**config.mk**
```make
export PLATFORM = sky130hd
export DESIGN_NAME = spi_sclk_engine_flat
export DESIGN_NICKNAME = d
export VERILOG_FILES = /design/src/rtl/spi_sclk_engine_if.sv /design/src/rtl/spi_sclk_engine.sv /design/src/flat_wrapper.sv
export SDC_FILE = /design/constraint.sdc
export NUM_CORES = 1
export LEC_CHECK = 0
export ABC_CLOCK_PERIOD_IN_PS = 5100
export BUFFER_PORTS_ARGS = -buffer_cell sky130_fd_sc_hd__buf_4
export CORE_MARGIN = 5
export CORE_UTILIZATION = 51
export CTS_CLUSTER_DIAMETER = 50
export DETAILED_ROUTE_END_ITERATION = 12
export GPL_ROUTABILITY_DRIVEN = 0
export PLACE_DENSITY = 0.72
export SKIP_CTS_REPAIR_TIMING = 1
export SLEW_MARGIN = 20
export SYNTH_ARGS = -nofsm -noshare
export SYNTH_HDL_FRONTEND = slang
export SYNTH_SLANG_ARGS = --single-unit
```
**constraint.sdc**
```tcl
create_clock -name clk_i -period 5.1 [get_ports clk_i]
set_clock_uncertainty 0.1 [all_clocks]
set_input_delay 0.51 -clock clk_i [delete_from_list [all_inputs] [get_ports clk_i]]
set_output_delay 0.51 -clock clk_i [all_outputs]
set_load 0.1 [all_outputs]
```
**src/rtl/spi_sclk_engine_if.sv**
```systemverilog
// Handshake/bus bundle between the SPI control block, the SCLK engine and the
// shift register. Signal names are written from the engine's point of view.
interface spi_sclk_engine_if #(
   parameter int DIV_WIDTH = 16,
   parameter int LEN_WIDTH = 6,
   parameter int DLY_WIDTH = 4
);
   logic                 start_i;
   logic                 abort_i;
   logic                 cpol_i;
   logic                 cpha_i;
   logic [DIV_WIDTH-1:0] clk_div_i;
   logic [LEN_WIDTH-1:0] len_i;
   logic [DLY_WIDTH-1:0] setup_dly_i;
   logic [DLY_WIDTH-1:0] hold_dly_i;
   logic                 sclk_o;
   logic                 cs_o;
   logic                 busy_o;
   logic                 sample_o;
   logic                 shift_o;
   logic                 last_o;
   logic [LEN_WIDTH-1:0] bit_idx_o;
   logic                 done_o;

   // Control side: issues requests, observes the engine.
   modport master (
      output start_i, abort_i, cpol_i, cpha_i, clk_div_i, len_i, setup_dly_i, hold_dly_i,
      input  sclk_o, cs_o, busy_o, sample_o, shift_o, last_o, bit_idx_o, done_o
   );

   // Engine side.
   modport slave (
      input  start_i, abort_i, cpol_i, cpha_i, clk_div_i, len_i, setup_dly_i, hold_dly_i,
      output sclk_o, cs_o, busy_o, sample_o, shift_o, last_o, bit_idx_o, done_o
   );
endinterface

```
**src/rtl/spi_sclk_engine.sv**
```systemverilog
// SPI SCLK/CS engine: generates SCLK for all four CPOL/CPHA modes, frames CS
// with programmable setup/hold delays and issues sample/shift strobes that
// line up with the visible SCLK edges. Every output is a flop.
module spi_sclk_engine #(
   parameter int DIV_WIDTH = 16,
   parameter int LEN_WIDTH = 6,
   parameter int DLY_WIDTH = 4
) (
   input logic                clk_i,
   input logic                rst_i,
   spi_sclk_engine_if.slave   bus
);

   typedef enum logic [2:0] {
      S_IDLE  = 3'd0,
      S_SETUP = 3'd1,
      S_RUN   = 3'd2,
      S_HOLD  = 3'd3,
      S_DONE  = 3'd4
   } state_e;

   state_e               state_q, state_d;

   // Frame configuration captured at start so the host may change inputs.
   logic                 cpol_q, cpol_d;
   logic                 cpha_q, cpha_d;
   logic [DIV_WIDTH-1:0] div_q, div_d;
   logic [LEN_WIDTH-1:0] len_q, len_d;
   logic [DLY_WIDTH-1:0] hold_q, hold_d;

   // Sequencing counters.
   logic [DIV_WIDTH-1:0] cnt_q, cnt_d;     // half-period down counter
   logic [DLY_WIDTH-1:0] dly_q, dly_d;     // remaining setup/hold half-periods
   logic [LEN_WIDTH-1:0] bit_q, bit_d;     // bit currently on the wire
   logic                 phase_q, phase_d; // 0: next edge leading, 1: trailing
   logic                 fin_q, fin_d;     // final edge has been issued

   // Registered outputs.
   logic                 sclk_q, sclk_d;
   logic                 cs_q, cs_d;
   logic                 busy_q, busy_d;
   logic                 sample_q, sample_d;
   logic                 shift_q, shift_d;
   logic                 last_q, last_d;
   logic [LEN_WIDTH-1:0] bit_idx_q, bit_idx_d;
   logic                 done_q, done_d;

   logic tick;
   logic abort_act;
   logic run_edge;

   assign tick      = (cnt_q == '0);
   assign abort_act = bus.abort_i && (state_q != S_IDLE);
   // An SCLK edge is launched on a RUN tick, unless the frame is finishing
   // or being abandoned (abort wins over a coincident tick).
   assign run_edge  = (state_q == S_RUN) && !fin_q && tick && !abort_act;

   // State and sequencing registers.
   always_ff @(posedge clk_i) begin
      if (rst_i) begin
         state_q <= S_IDLE;
         cpol_q  <= 1'b0;
         cpha_q  <= 1'b0;
         div_q   <= '0;
         len_q   <= '0;
         hold_q  <= '0;
         cnt_q   <= '0;
         dly_q   <= '0;
         bit_q   <= '0;
         phase_q <= 1'b0;
         fin_q   <= 1'b0;
      end else begin
         state_q <= state_d;
         cpol_q  <= cpol_d;
         cpha_q  <= cpha_d;
         div_q   <= div_d;
         len_q   <= len_d;
         hold_q  <= hold_d;
         cnt_q   <= cnt_d;
         dly_q   <= dly_d;
         bit_q   <= bit_d;
         phase_q <= phase_d;
         fin_q   <= fin_d;
      end
   end

   // Next-state and counter sequencing.
   always_comb begin
      state_d = state_q;
      cpol_d  = cpol_q;
      cpha_d  = cpha_q;
      div_d   = div_q;
      len_d   = len_q;
      hold_d  = hold_q;
      cnt_d   = tick ? div_q : cnt_q - DIV_WIDTH'(1);
      dly_d   = dly_q;
      bit_d   = bit_q;
      phase_d = phase_q;
      fin_d   = fin_q;

      case (state_q)
         S_IDLE: begin
            cnt_d   = cnt_q;
            bit_d   = '0;
            phase_d = 1'b0;
            fin_d   = 1'b0;
            if (bus.start_i) begin
               cpol_d  = bus.cpol_i;
               cpha_d  = bus.cpha_i;
               div_d   = bus.clk_div_i;
               len_d   = bus.len_i;
               hold_d  = bus.hold_dly_i;
               cnt_d   = bus.clk_div_i;
               dly_d   = bus.setup_dly_i;
               state_d = (bus.setup_dly_i != '0) ? S_SETUP : S_RUN;
            end
         end
         S_SETUP: begin
            // Counter reloads on the expiring tick, which also serves as the
            // load on entry to RUN.
            if (tick) begin
               if (dly_q == DLY_WIDTH'(1)) state_d = S_RUN;
               else                        dly_d   = dly_q - DLY_WIDTH'(1);
            end
         end
         S_RUN: begin
            if (fin_q) begin
               // One settling cycle after the last edge, then hold or finish.
               fin_d   = 1'b0;
               cnt_d   = div_q;
               dly_d   = hold_q;
               state_d = (hold_q != '0) ? S_HOLD : S_DONE;
            end else if (tick) begin
               phase_d = ~phase_q;
               if (phase_q) begin
                  if (bit_q == len_q) fin_d = 1'b1;
                  else                bit_d = bit_q + LEN_WIDTH'(1);
               end
            end
         end
         S_HOLD: begin
            if (tick) begin
               if (dly_q == DLY_WIDTH'(1)) state_d = S_DONE;
               else                        dly_d   = dly_q - DLY_WIDTH'(1);
            end
         end
         S_DONE: begin
            state_d = S_IDLE;
         end
         default: begin
            state_d = S_IDLE;
         end
      endcase

      if (abort_act) begin
         state_d = S_IDLE;
         fin_d   = 1'b0;
         bit_d   = '0;
         phase_d = 1'b0;
      end
   end

   // Output next-values, derived from the current state and the next state.
   always_comb begin
      sclk_d   = sclk_q;
      sample_d = 1'b0;
      shift_d  = 1'b0;
      last_d   = 1'b0;
      done_d   = (state_d == S_DONE);
      cs_d     = (state_d == S_SETUP) || (state_d == S_RUN) || (state_d == S_HOLD);
      busy_d   = cs_d;

      case (state_q)
         S_IDLE: sclk_d = bus.cpol_i;
         S_RUN: begin
            if (run_edge) begin
               sclk_d = ~sclk_q;
               if (!phase_q) begin
                  sample_d = !cpha_q;
                  shift_d  = cpha_q;
               end else begin
                  sample_d = cpha_q;
                  // No shift after the final bit in mode CPHA=0.
                  shift_d  = !cpha_q && (bit_q != len_q);
               end
               last_d = sample_d && (bit_q == len_q);
            end
         end
         default: sclk_d = cpol_q;
      endcase

      if (abort_act) begin
         sclk_d   = cpol_q;
         sample_d = 1'b0;
         shift_d  = 1'b0;
         last_d   = 1'b0;
      end

      // Bit index advances the cycle after each sample, except the last one.
      if (state_d == S_IDLE)        bit_idx_d = '0;
      else if (sample_q && !last_q) bit_idx_d = bit_idx_q + LEN_WIDTH'(1);
      else                          bit_idx_d = bit_idx_q;
   end

   // Output registers.
   always_ff @(posedge clk_i) begin
      if (rst_i) begin
         sclk_q    <= 1'b0;
         cs_q      <= 1'b0;
         busy_q    <= 1'b0;
         sample_q  <= 1'b0;
         shift_q   <= 1'b0;
         last_q    <= 1'b0;
         bit_idx_q <= '0;
         done_q    <= 1'b0;
      end else begin
         sclk_q    <= sclk_d;
         cs_q      <= cs_d;
         busy_q    <= busy_d;
         sample_q  <= sample_d;
         shift_q   <= shift_d;
         last_q    <= last_d;
         bit_idx_q <= bit_idx_d;
         done_q    <= done_d;
      end
   end

   assign bus.sclk_o    = sclk_q;
   assign bus.cs_o      = cs_q;
   assign bus.busy_o    = busy_q;
   assign bus.sample_o  = sample_q;
   assign bus.shift_o   = shift_q;
   assign bus.last_o    = last_q;
   assign bus.bit_idx_o = bit_idx_q;
   assign bus.done_o    = done_q;

endmodule

```
**src/flat_wrapper.sv**
```systemverilog
// flat-port wrapper written by rule: the top's interface ports become plain ports
module spi_sclk_engine_flat 
#(
   parameter int DIV_WIDTH = 16,
   parameter int LEN_WIDTH = 6,
   parameter int DLY_WIDTH = 4
)
  (clk_i, rst_i, bus_start_i, bus_abort_i, bus_cpol_i, bus_cpha_i, bus_clk_div_i, bus_len_i, bus_setup_dly_i, bus_hold_dly_i, bus_sclk_o, bus_cs_o, bus_busy_o, bus_sample_o, bus_shift_o, bus_last_o, bus_bit_idx_o, bus_done_o);
  spi_sclk_engine_if #(.DIV_WIDTH(DIV_WIDTH), .LEN_WIDTH(LEN_WIDTH), .DLY_WIDTH(DLY_WIDTH)) bus_i ();
  input logic clk_i;
  input logic rst_i;
  input wire logic [$bits(bus_i.start_i)-1:0] bus_start_i;
  input wire logic [$bits(bus_i.abort_i)-1:0] bus_abort_i;
  input wire logic [$bits(bus_i.cpol_i)-1:0] bus_cpol_i;
  input wire logic [$bits(bus_i.cpha_i)-1:0] bus_cpha_i;
  input wire logic [$bits(bus_i.clk_div_i)-1:0] bus_clk_div_i;
  input wire logic [$bits(bus_i.len_i)-1:0] bus_len_i;
  input wire logic [$bits(bus_i.setup_dly_i)-1:0] bus_setup_dly_i;
  input wire logic [$bits(bus_i.hold_dly_i)-1:0] bus_hold_dly_i;
  output wire logic [$bits(bus_i.sclk_o)-1:0] bus_sclk_o;
  output wire logic [$bits(bus_i.cs_o)-1:0] bus_cs_o;
  output wire logic [$bits(bus_i.busy_o)-1:0] bus_busy_o;
  output wire logic [$bits(bus_i.sample_o)-1:0] bus_sample_o;
  output wire logic [$bits(bus_i.shift_o)-1:0] bus_shift_o;
  output wire logic [$bits(bus_i.last_o)-1:0] bus_last_o;
  output wire logic [$bits(bus_i.bit_idx_o)-1:0] bus_bit_idx_o;
  output wire logic [$bits(bus_i.done_o)-1:0] bus_done_o;
  assign bus_i.start_i = bus_start_i;
  assign bus_i.abort_i = bus_abort_i;
  assign bus_i.cpol_i = bus_cpol_i;
  assign bus_i.cpha_i = bus_cpha_i;
  assign bus_i.clk_div_i = bus_clk_div_i;
  assign bus_i.len_i = bus_len_i;
  assign bus_i.setup_dly_i = bus_setup_dly_i;
  assign bus_i.hold_dly_i = bus_hold_dly_i;
  assign bus_sclk_o = bus_i.sclk_o;
  assign bus_cs_o = bus_i.cs_o;
  assign bus_busy_o = bus_i.busy_o;
  assign bus_sample_o = bus_i.sample_o;
  assign bus_shift_o = bus_i.shift_o;
  assign bus_last_o = bus_i.last_o;
  assign bus_bit_idx_o = bus_i.bit_idx_o;
  assign bus_done_o = bus_i.done_o;
  spi_sclk_engine #(.DIV_WIDTH(DIV_WIDTH), .LEN_WIDTH(LEN_WIDTH), .DLY_WIDTH(DLY_WIDTH)) u_core (.clk_i(clk_i), .rst_i(rst_i), .bus(bus_i));
endmodule
```
# == Yosys cells after proc, flatten, opt, wreduce, memory -nomap -nowiden ==
# Index checks and enable logic that the tools add are counted.
# classes
addsub,4
n_mul,0
div,0
magnitude_cmp,0
n_eq_ne,19
shifts,0
muxes,39
n_bitwise,4
reduce_logical,29
# ops
operator,count
16-bit 2-to-1 mux,3
16-bit case mux with 2 select lines,1
3-bit 2-to-1 mux,8
6-bit 2-to-1 mux,4
16-bit logical NOT,1
4-bit 2-to-1 mux,4
16-bit by 1-bit subtractor with 16-bit output (second input constant),1
6-bit by 1-bit adder with 6-bit output (second input constant),2
3-bit by 2-bit == test with 1-bit output (second input constant),4
1-bit 2-to-1 mux,12
3-bit case mux with 4 select lines,1
4-bit case mux with 3 select lines,1
6-bit case mux with 2 select lines,1
5-bit AND reduction,2
2-bit by 1-bit inequality test with 1-bit output (second input constant),4
2-bit inequality test (second input constant),4
4-bit nonzero test,2
1-bit logical AND,7
3-bit by 1-bit == test with 1-bit output (second input constant),2
6-bit == test,1
3-bit logical NOT,2
6-bit inequality test,1
1-bit case mux with 2 select lines,3
3-bit nonzero test,2
13 further kinds,22
# word_totals
reg_bits,71
latch_bits,0
ramBits,0
romBits,0
in_bits,36
out_inout_bits,13
wordCells,113
n_memories,0

# == Depth between registers and ports, before layout ==
# Gate-level depths: netlist of run 1.
# logic_depth
depth_word,8
ltp_mapped,8
depth_no_buf,7

# == Worst setup path before layout of run 1 ==
# Ideal clock, no wire load.
# synth_path
path_type,register to register
startpoint,reg u_core.sample_q (netlist: u_core.bus.sample_o)
endpoint,reg u_core.bit_idx_q[5] (netlist: u_core.bus.bit_idx_o[5])
setup_time_ns,0.139
t_arrival_ns,1.853
t_required_ns,4.861
path_slack_ns,3.008
path_stages_with_launch,6
n_path_buf,0
synth_period_minus_slack_ns,2.092
path_cell_list,dfxtp_1 > nor2b_1 > nand4_1 > nor2_1 > xnor2_1 > nor2_1
# synth_via
elab_chain_len,1
# synth_rtl
element,line,text
start: declaration,spi_sclk_engine.sv:42,"logic sample_q, sample_d;"
start signal: assignment,spi_sclk_engine.sv:220,sample_q <= sample_d;
1-bit logical AND,spi_sclk_engine.sv:201,else if (sample_q && !last_q) bit_idx_d = bit_idx_q + LEN_WIDTH'(1);
end signal: assignment,spi_sclk_engine.sv:223,bit_idx_q <= bit_idx_d;
end: declaration,spi_sclk_engine.sv:45,"logic [LEN_WIDTH-1:0] bit_idx_q, bit_idx_d;"
# Every way passes these cells.
# A chain may end at the register's enable or synchronous reset.

# == Worst setup path after layout of run 1 ==
# layout_path
startpoint,reg u_core.cnt_q[0]
endpoint,reg u_core.sclk_q (netlist: u_core.bus.sclk_o)
# layout_via
elab_chain_len,4
# layout_rtl
element,line,text
start: declaration,spi_sclk_engine.sv:32,"logic [DIV_WIDTH-1:0] cnt_q, cnt_d;"
start signal: assignment,spi_sclk_engine.sv:79,cnt_q <= cnt_d;
16-bit logical NOT,spi_sclk_engine.sv:52,assign tick = (cnt_q == '0);
1-bit logical AND (2 in series),spi_sclk_engine.sv:56,assign run_edge = (state_q == S_RUN) && !fin_q && tick && !abort_act;
3-bit by 1-bit inequality test with 1-bit output (no line),-,
end signal: assignment,spi_sclk_engine.sv:217,sclk_q <= sclk_d;
end: declaration,spi_sclk_engine.sv:39,"logic sclk_q, sclk_d;"
# Every way passes these cells.

==> impl_metrics.env, run 1 <==
export IMPL_outcome="completed"
export IMPL_relSlewSlack=0.381
export IMPL_grt_util_met1=0.309
export IMPL_grt_pass1_vias=3397
export IMPL_cts_root_buf="clkbuf_8"
export IMPL_drc=0
export IMPL_grt_pass1_wl_um=16600
export IMPL_multi_input_comb_area_um2=2190
export IMPL_cts_tree="yes"
export IMPL_p_per_area_nw_per_um2=323
export IMPL_wl_per_cell_um=16.1
export IMPL_fin_crit_sh=0.537
export IMPL_holdCritPathClass="input port to flip-flop"
export IMPL_path_max_fanout=20
export IMPL_setup_tns_ns=0
export IMPL_hold_slack_ns=0.298
export IMPL_die_area_um2=9240
export IMPL_design_area_um2=4340
export IMPL_grt_met3_usage=0.0500
export IMPL_cp_arrival_ns=2.85
export IMPL_portBuffers=48
export IMPL_area_delta_synth_final_pct=14.8
export IMPL_final_max_slew_viol_count=0
export IMPL_cts_sinks=71
export IMPL_final_hold_violation_count=0
export IMPL_top_usage_layer="met2"
export IMPL_setup_viol=0
export IMPL_grt_overflow_total=0
export IMPL_vdd_ir_drop_max_mv=0.178
export IMPL_critPathLaunch="u_core.cnt_q[0]$_SDFFE_PP0P_"
export IMPL_wl_um=9910
export IMPL_rows=31
export IMPL_p_leak_nw=1.61
export IMPL_die_h_um=96.1
export IMPL_worstHoldStart="bus_len_i[4]"
export IMPL_start_util=0.522
export IMPL_fin_crit_ns=2.74
export IMPL_synth_seq_cells=71
export IMPL_drive_above_1_share=0.157
export IMPL_hpwl_um=6770
export IMPL_synth_distinct_cells=57
export IMPL_yosys_warnings=0
export IMPL_synthFlopType="dfxtp_1"
export IMPL_cts_buffers=9
export IMPL_met2_usage=0.367
export IMPL_grt_usage=0.229
export IMPL_core_um2=7250
export IMPL_grt_max_degree=52
export IMPL_final_common_cell="nand2_1"
export IMPL_synthArstFlopShare=0
export IMPL_syn_avg_cell_area_um2=7.90
export IMPL_ys_seq_area_frac=0.376
export IMPL_final_cell_mix="84 x nand2_1, 71 x dfxtp_1, 50 x buf_4, 45 x a21oi_1, 39 x nor2_1"
export IMPL_postRouteAntennaNets=0
export IMPL_start_kind="flip-flop"
export IMPL_fin_util=0.599
export IMPL_cts_clk_slew_worst_paths_ns=0.08
export IMPL_synth_nets=521
export IMPL_endpoint_kind="flip-flop"
export IMPL_pin_count=49
export IMPL_fmax_mhz=365
export IMPL_seq_area_um2=1420
export IMPL_htreeDepth=3
export IMPL_placed_area_um2=4140
export IMPL_required_ns=5.21
export IMPL_synth_edf_count=0
export IMPL_die_x_um=96.1
export IMPL_diodes=0
export IMPL_syn_inst=479
export IMPL_maxCapViolations=0
export IMPL_clockBufferDepth=2
export IMPL_tightest_slew_ns=0.920
export IMPL_insertion_delay_ns=0.35
export IMPL_netlist_area_um2=3780
export IMPL_reg2reg_from="u_core.cnt_q[0]$_SDFFE_PP0P_"
export IMPL_crit_type="flip-flop to flip-flop"
export IMPL_first_iter_violations=226
export IMPL_rsz0062_at_grt="no"
export IMPL_fin_nets=552
export IMPL_n_fill_cell=681
export IMPL_dr_total_vias=3616
export IMPL_first_pass_iters=5
export IMPL_viasPerCell=5.89
export IMPL_antenna_found_initial=0
[critical path: stages (launching register included)]
cell     delay, ns
dfxtp_1       0.33
inv_1         0.12
ha_1          0.17
nor4b_1       0.34
nand4_1       0.75
o21ai_0       0.52
mux2i_1       0.23
nor2_1        0.06
[per-layer routing]
metal	share of wire	vias to the layer above
met5	0	-
met4	0.013	0
met3	0.063	9
met2	0.46	130
met1	0.47	1696
li1	-	1781
[state kept, by name (all words and copies together) (netlist names)]
signal                count
u_core.hold_q             4
u_core.fin_q              1
u_core.dly_q              4
u_core.bus.sample_o       1
u_core.bus.done_o         1
u_core.bus.sclk_o         1
u_core.phase_q            1
u_core.cnt_q             16
u_core.bus.cs_o           1
u_core.bus.last_o         1
u_core.cpol_q             1
u_core.bit_q              6
u_core.bus.shift_o        1
u_core.state_q            3
u_core.cpha_q             1
u_core.len_q              6
u_core.bus.bit_idx_o      6
u_core.div_q             16
[cells by family (layout without fill, tap and decap cells)]
group | after synthesis | count (layout) | synth area share
muxes | 12 | 12 | 0.0327
DFF | 71 | 71 | 0.376
xor gates and xnor gates | 21 | 21 | 0.0486
adders and majority gates | 6 | 6 | 0.0198
and+or+nand+nor | 202 | 202 | 0.269
AOI/OAI and AO/OA | 127 | 127 | 0.207
buffers and inverters | 40 | 76 | 0.0473
[through the flow]
stage                     power, W  setup WS (ns)  cells
final                      0.00140           2.36    614
after floorplan           0.000877           3.01    479
after global placement    0.000952           2.47    598
after detailed placement  0.000961           2.43    598
after CTS                  0.00141           2.42    614
after global routing       0.00148           2.20    614
[report_power, final]
| group | total, W | switching, W | internal [W] |
|---|---|---|---|
| sequential | 0.000639 | 0.0000455 | 0.000593 |
| clock | 0.000451 | 0.000226 | 0.000225 |
| combinational | 0.000313 | 0.000186 | 0.000127 |
[final timing paths]
check / endpoint / slack, ns / cells past startpoint
setup / recovery: u_core.bus.sclk_o$_SDFFE_PP0P_ / 2.36 / 7
hold reg to reg: u_core.div_q[5]$_SDFFE_PP0P_ / 0.36 / 2
setup reg to reg: u_core.bus.sclk_o$_SDFFE_PP0P_ / 2.36 / 7
hold / removal: u_core.len_q[4]$_SDFFE_PP0P_ / 0.30 / 3
[cells in the mapped netlist (3+ instances only)]
| cell type | number | share of area |
|---|---|---|
| nor2_1 | 40 | 0.040 |
| o211ai_1 | 4 | 0.0079 |
| buf_2 | 8 | 0.011 |
| nand4_1 | 10 | 0.017 |
| and4_1 | 4 | 0.0093 |
| or4_1 | 4 | 0.0079 |
| nand3_1 | 10 | 0.013 |
| xor2_1 | 3 | 0.0069 |
| clkbuf_1 | 18 | 0.018 |
| nor3_1 | 12 | 0.016 |
| nor2b_1 | 4 | 0.0066 |
| nor3b_1 | 3 | 0.0060 |
| o21ai_0 | 29 | 0.038 |
| nand2b_1 | 6 | 0.0099 |
| dfxtp_1 | 71 | 0.38 |
| a22oi_1 | 3 | 0.0060 |
| xnor2_1 | 18 | 0.042 |
| o22ai_1 | 8 | 0.013 |
| ha_1 | 6 | 0.020 |
| a211oi_1 | 5 | 0.0099 |
| a21boi_0 | 5 | 0.0099 |
| nand2_1 | 85 | 0.084 |
| nor4_1 | 3 | 0.0050 |
| a311oi_1 | 7 | 0.016 |
| o31ai_1 | 4 | 0.0079 |
| a21oi_1 | 45 | 0.060 |
| mux2i_1 | 9 | 0.024 |
| inv_1 | 10 | 0.0099 |
| mux2_2 | 3 | 0.0089 |
| or3_1 | 6 | 0.0099 |
[cell type report]
cell class	instances	area share
clock buffers	9	0.0285
clock inverters	7	0.0170
repair buffers	50	0.0864
inverters	10	0.00864
flip-flops and latches	71	0.327
multi-input cells	368	0.504
well taps	99	0.0285
(Power assumes the default switching activity.)
==> run 2, diff against run 1 <==
- ABC_CLOCK_PERIOD_IN_PS: 5100 -> 2640
- clock period: 5.1 -> 2.64 ns (I/O delays scaled with it)
==> run 2 against run 1 <==
  * Cell count grew 1.8%
  * Register-to-register slack lost 2.0 ns
  * Wire length shrank 1.0%
  * Setup slack lost 2.0 ns
  * Sequential cell count is the same
  * Total power grew 95%
  * Combinational power grew 100%
  * Die area is the same
==> impl_metrics.env, run 2 (synthesis gave the netlist of run 1 again) <==
export IMPL_outcome="completed"
export IMPL_fmax_mhz=440
export IMPL_path_max_fanout=13
export IMPL_final_common_cell="nand2_1"
export IMPL_pin_count=49
export IMPL_first_iter_violations=182
export IMPL_vdd_ir_drop_max_mv=0.341
export IMPL_setup_viol=0
export IMPL_final_max_slew_viol_count=0
export IMPL_start_kind="flip-flop"
export IMPL_portBuffers=48
export IMPL_postRouteAntennaNets=0
export IMPL_core_um2=7250
export IMPL_setup_tns_ns=0
export IMPL_rows=31
export IMPL_holdCritPathClass="input port to flip-flop"
export IMPL_grt_usage=0.224
export IMPL_viasPerCell=5.81
export IMPL_cts_buffers=9
export IMPL_cp_arrival_ns=2.38
export IMPL_fin_nets=563
export IMPL_cts_root_buf="clkbuf_8"
export IMPL_grt_pass1_vias=3437
export IMPL_grt_overflow_total=0
export IMPL_die_h_um=96.1
export IMPL_required_ns=2.75
export IMPL_top_regs="u_core.cnt_q (16), u_core.div_q (16)"
export IMPL_reg2reg_from="u_core.cnt_q[0]$_SDFFE_PP0P_"
export IMPL_dr_total_vias=3632
export IMPL_finalPower_w=0.00273
export IMPL_drc=0
export IMPL_area_delta_synth_final_pct=16.9
export IMPL_p_per_area_nw_per_um2=618
export IMPL_n_fill_cell=674
export IMPL_rsz0062_at_grt="no"
export IMPL_p_leak_nw=1.67
export IMPL_first_pass_iters=5
export IMPL_cts_sinks=71
export IMPL_die_area_um2=9240
export IMPL_endpoint_kind="flip-flop"
export IMPL_antenna_found_initial=0
export IMPL_insertion_delay_ns=0.35
export IMPL_wl_um=9810
export IMPL_start_util=0.522
export IMPL_hpwl_um=6950
export IMPL_crit_type="flip-flop to flip-flop"
export IMPL_wl_per_cell_um=15.7
export IMPL_diodes=0
export IMPL_clockBufferDepth=2
export IMPL_maxCapViolations=0
export IMPL_cts_tree="yes"
export IMPL_tightest_slew_ns=0.922
export IMPL_critPathLaunch="u_core.cnt_q[0]$_SDFFE_PP0P_"
export IMPL_grt_pass1_wl_um=16300
export IMPL_final_cell_mix="85 x nand2_1, 71 x dfxtp_1, 61 x buf_4, 45 x a21oi_1, 39 x nor2_1"
export IMPL_final_hold_violation_count=0
export IMPL_grt_max_degree=52
export IMPL_drive_above_1_share=0.173
export IMPL_fin_crit_sh=0.861
export IMPL_htreeDepth=3
export IMPL_cts_clk_slew_worst_paths_ns=0.08
export IMPL_die_x_um=96.1
export IMPL_worstHoldStart="bus_len_i[3]"
export IMPL_fin_crit_ns=2.27
export IMPL_relSlewSlack=0.380
-- run 2: report_power, final --
| group | internal [W] | leakage, nW | total [W] | switching, W |
|---|---|---|---|---|
| Sequential | 0.00115 | 0.582 | 0.00123 | 0.0000891 |
| Combinational | 0.000264 | 0.989 | 0.000627 | 0.000363 |
| Clock | 0.000437 | 0.0992 | 0.000872 | 0.000435 |
-- run 2: per-stage QoR --
| step | setup slack (ns) | util | hold WS [ns] | instances | instance area, um^2 |
|---|---|---|---|---|---|
| floorplan | 0.548 | - | 0.300 | 479 | 3780 |
| global placement | 0.489 | 0.583 | 0.343 | 609 | 4230 |
| detailed placement | 0.441 | 0.583 | 0.349 | 609 | 4230 |
| CTS | 0.420 | 0.610 | 0.0454 | 625 | 4420 |
| global route | 0.212 | 0.610 | 0.0501 | 625 | 4420 |
| finish | 0.368 | 0.610 | 0.0546 | 625 | 4420 |
-- run 2: worst paths after layout --
check,endpoint,slack (ns),depth (start not counted)
hold reg to reg,u_core.cpol_q$_SDFFE_PP0P_,0.36,2
hold / removal,u_core.len_q[3]$_SDFFE_PP0P_,0.05,3
setup / recovery,u_core.cnt_q[0]$_SDFFE_PP0P_,0.37,7
setup reg to reg,u_core.cnt_q[0]$_SDFFE_PP0P_,0.37,7
-- run 2: layout make-up --
cell class / instances / area (um^2) / share of cell area
multi-input combinational: 368 / 2190 / 0.494
clock inverter: 7 / 73.8 / 0.0167
tap: 99 / 124 / 0.0280
inverter: 10 / 37.5 / 0.00848
clock buffer: 9 / 124 / 0.0280
timing repair buffer: 61 / 458 / 0.104
sequential: 71 / 1420 / 0.321
-- run 2: worst max-delay path, cell delays in order (launching register included) --
cell	delay (ns)
dfxtp_1	0.32
inv_1	0.12
ha_1	0.18
nor4b_1	0.33
and4_4	0.40
a21oi_1	0.16
a222oi_1	0.42
a211oi_1	0.10
-- run 2: per-layer routing --
metal  up-vias  global-route usage  routed length, um
met2       110               0.365               4610
met4         0              0.0687                131
li1       1792                   -                  -
met5         -                   0                  0
met3        12              0.0493                584
met1      1718               0.293               4480
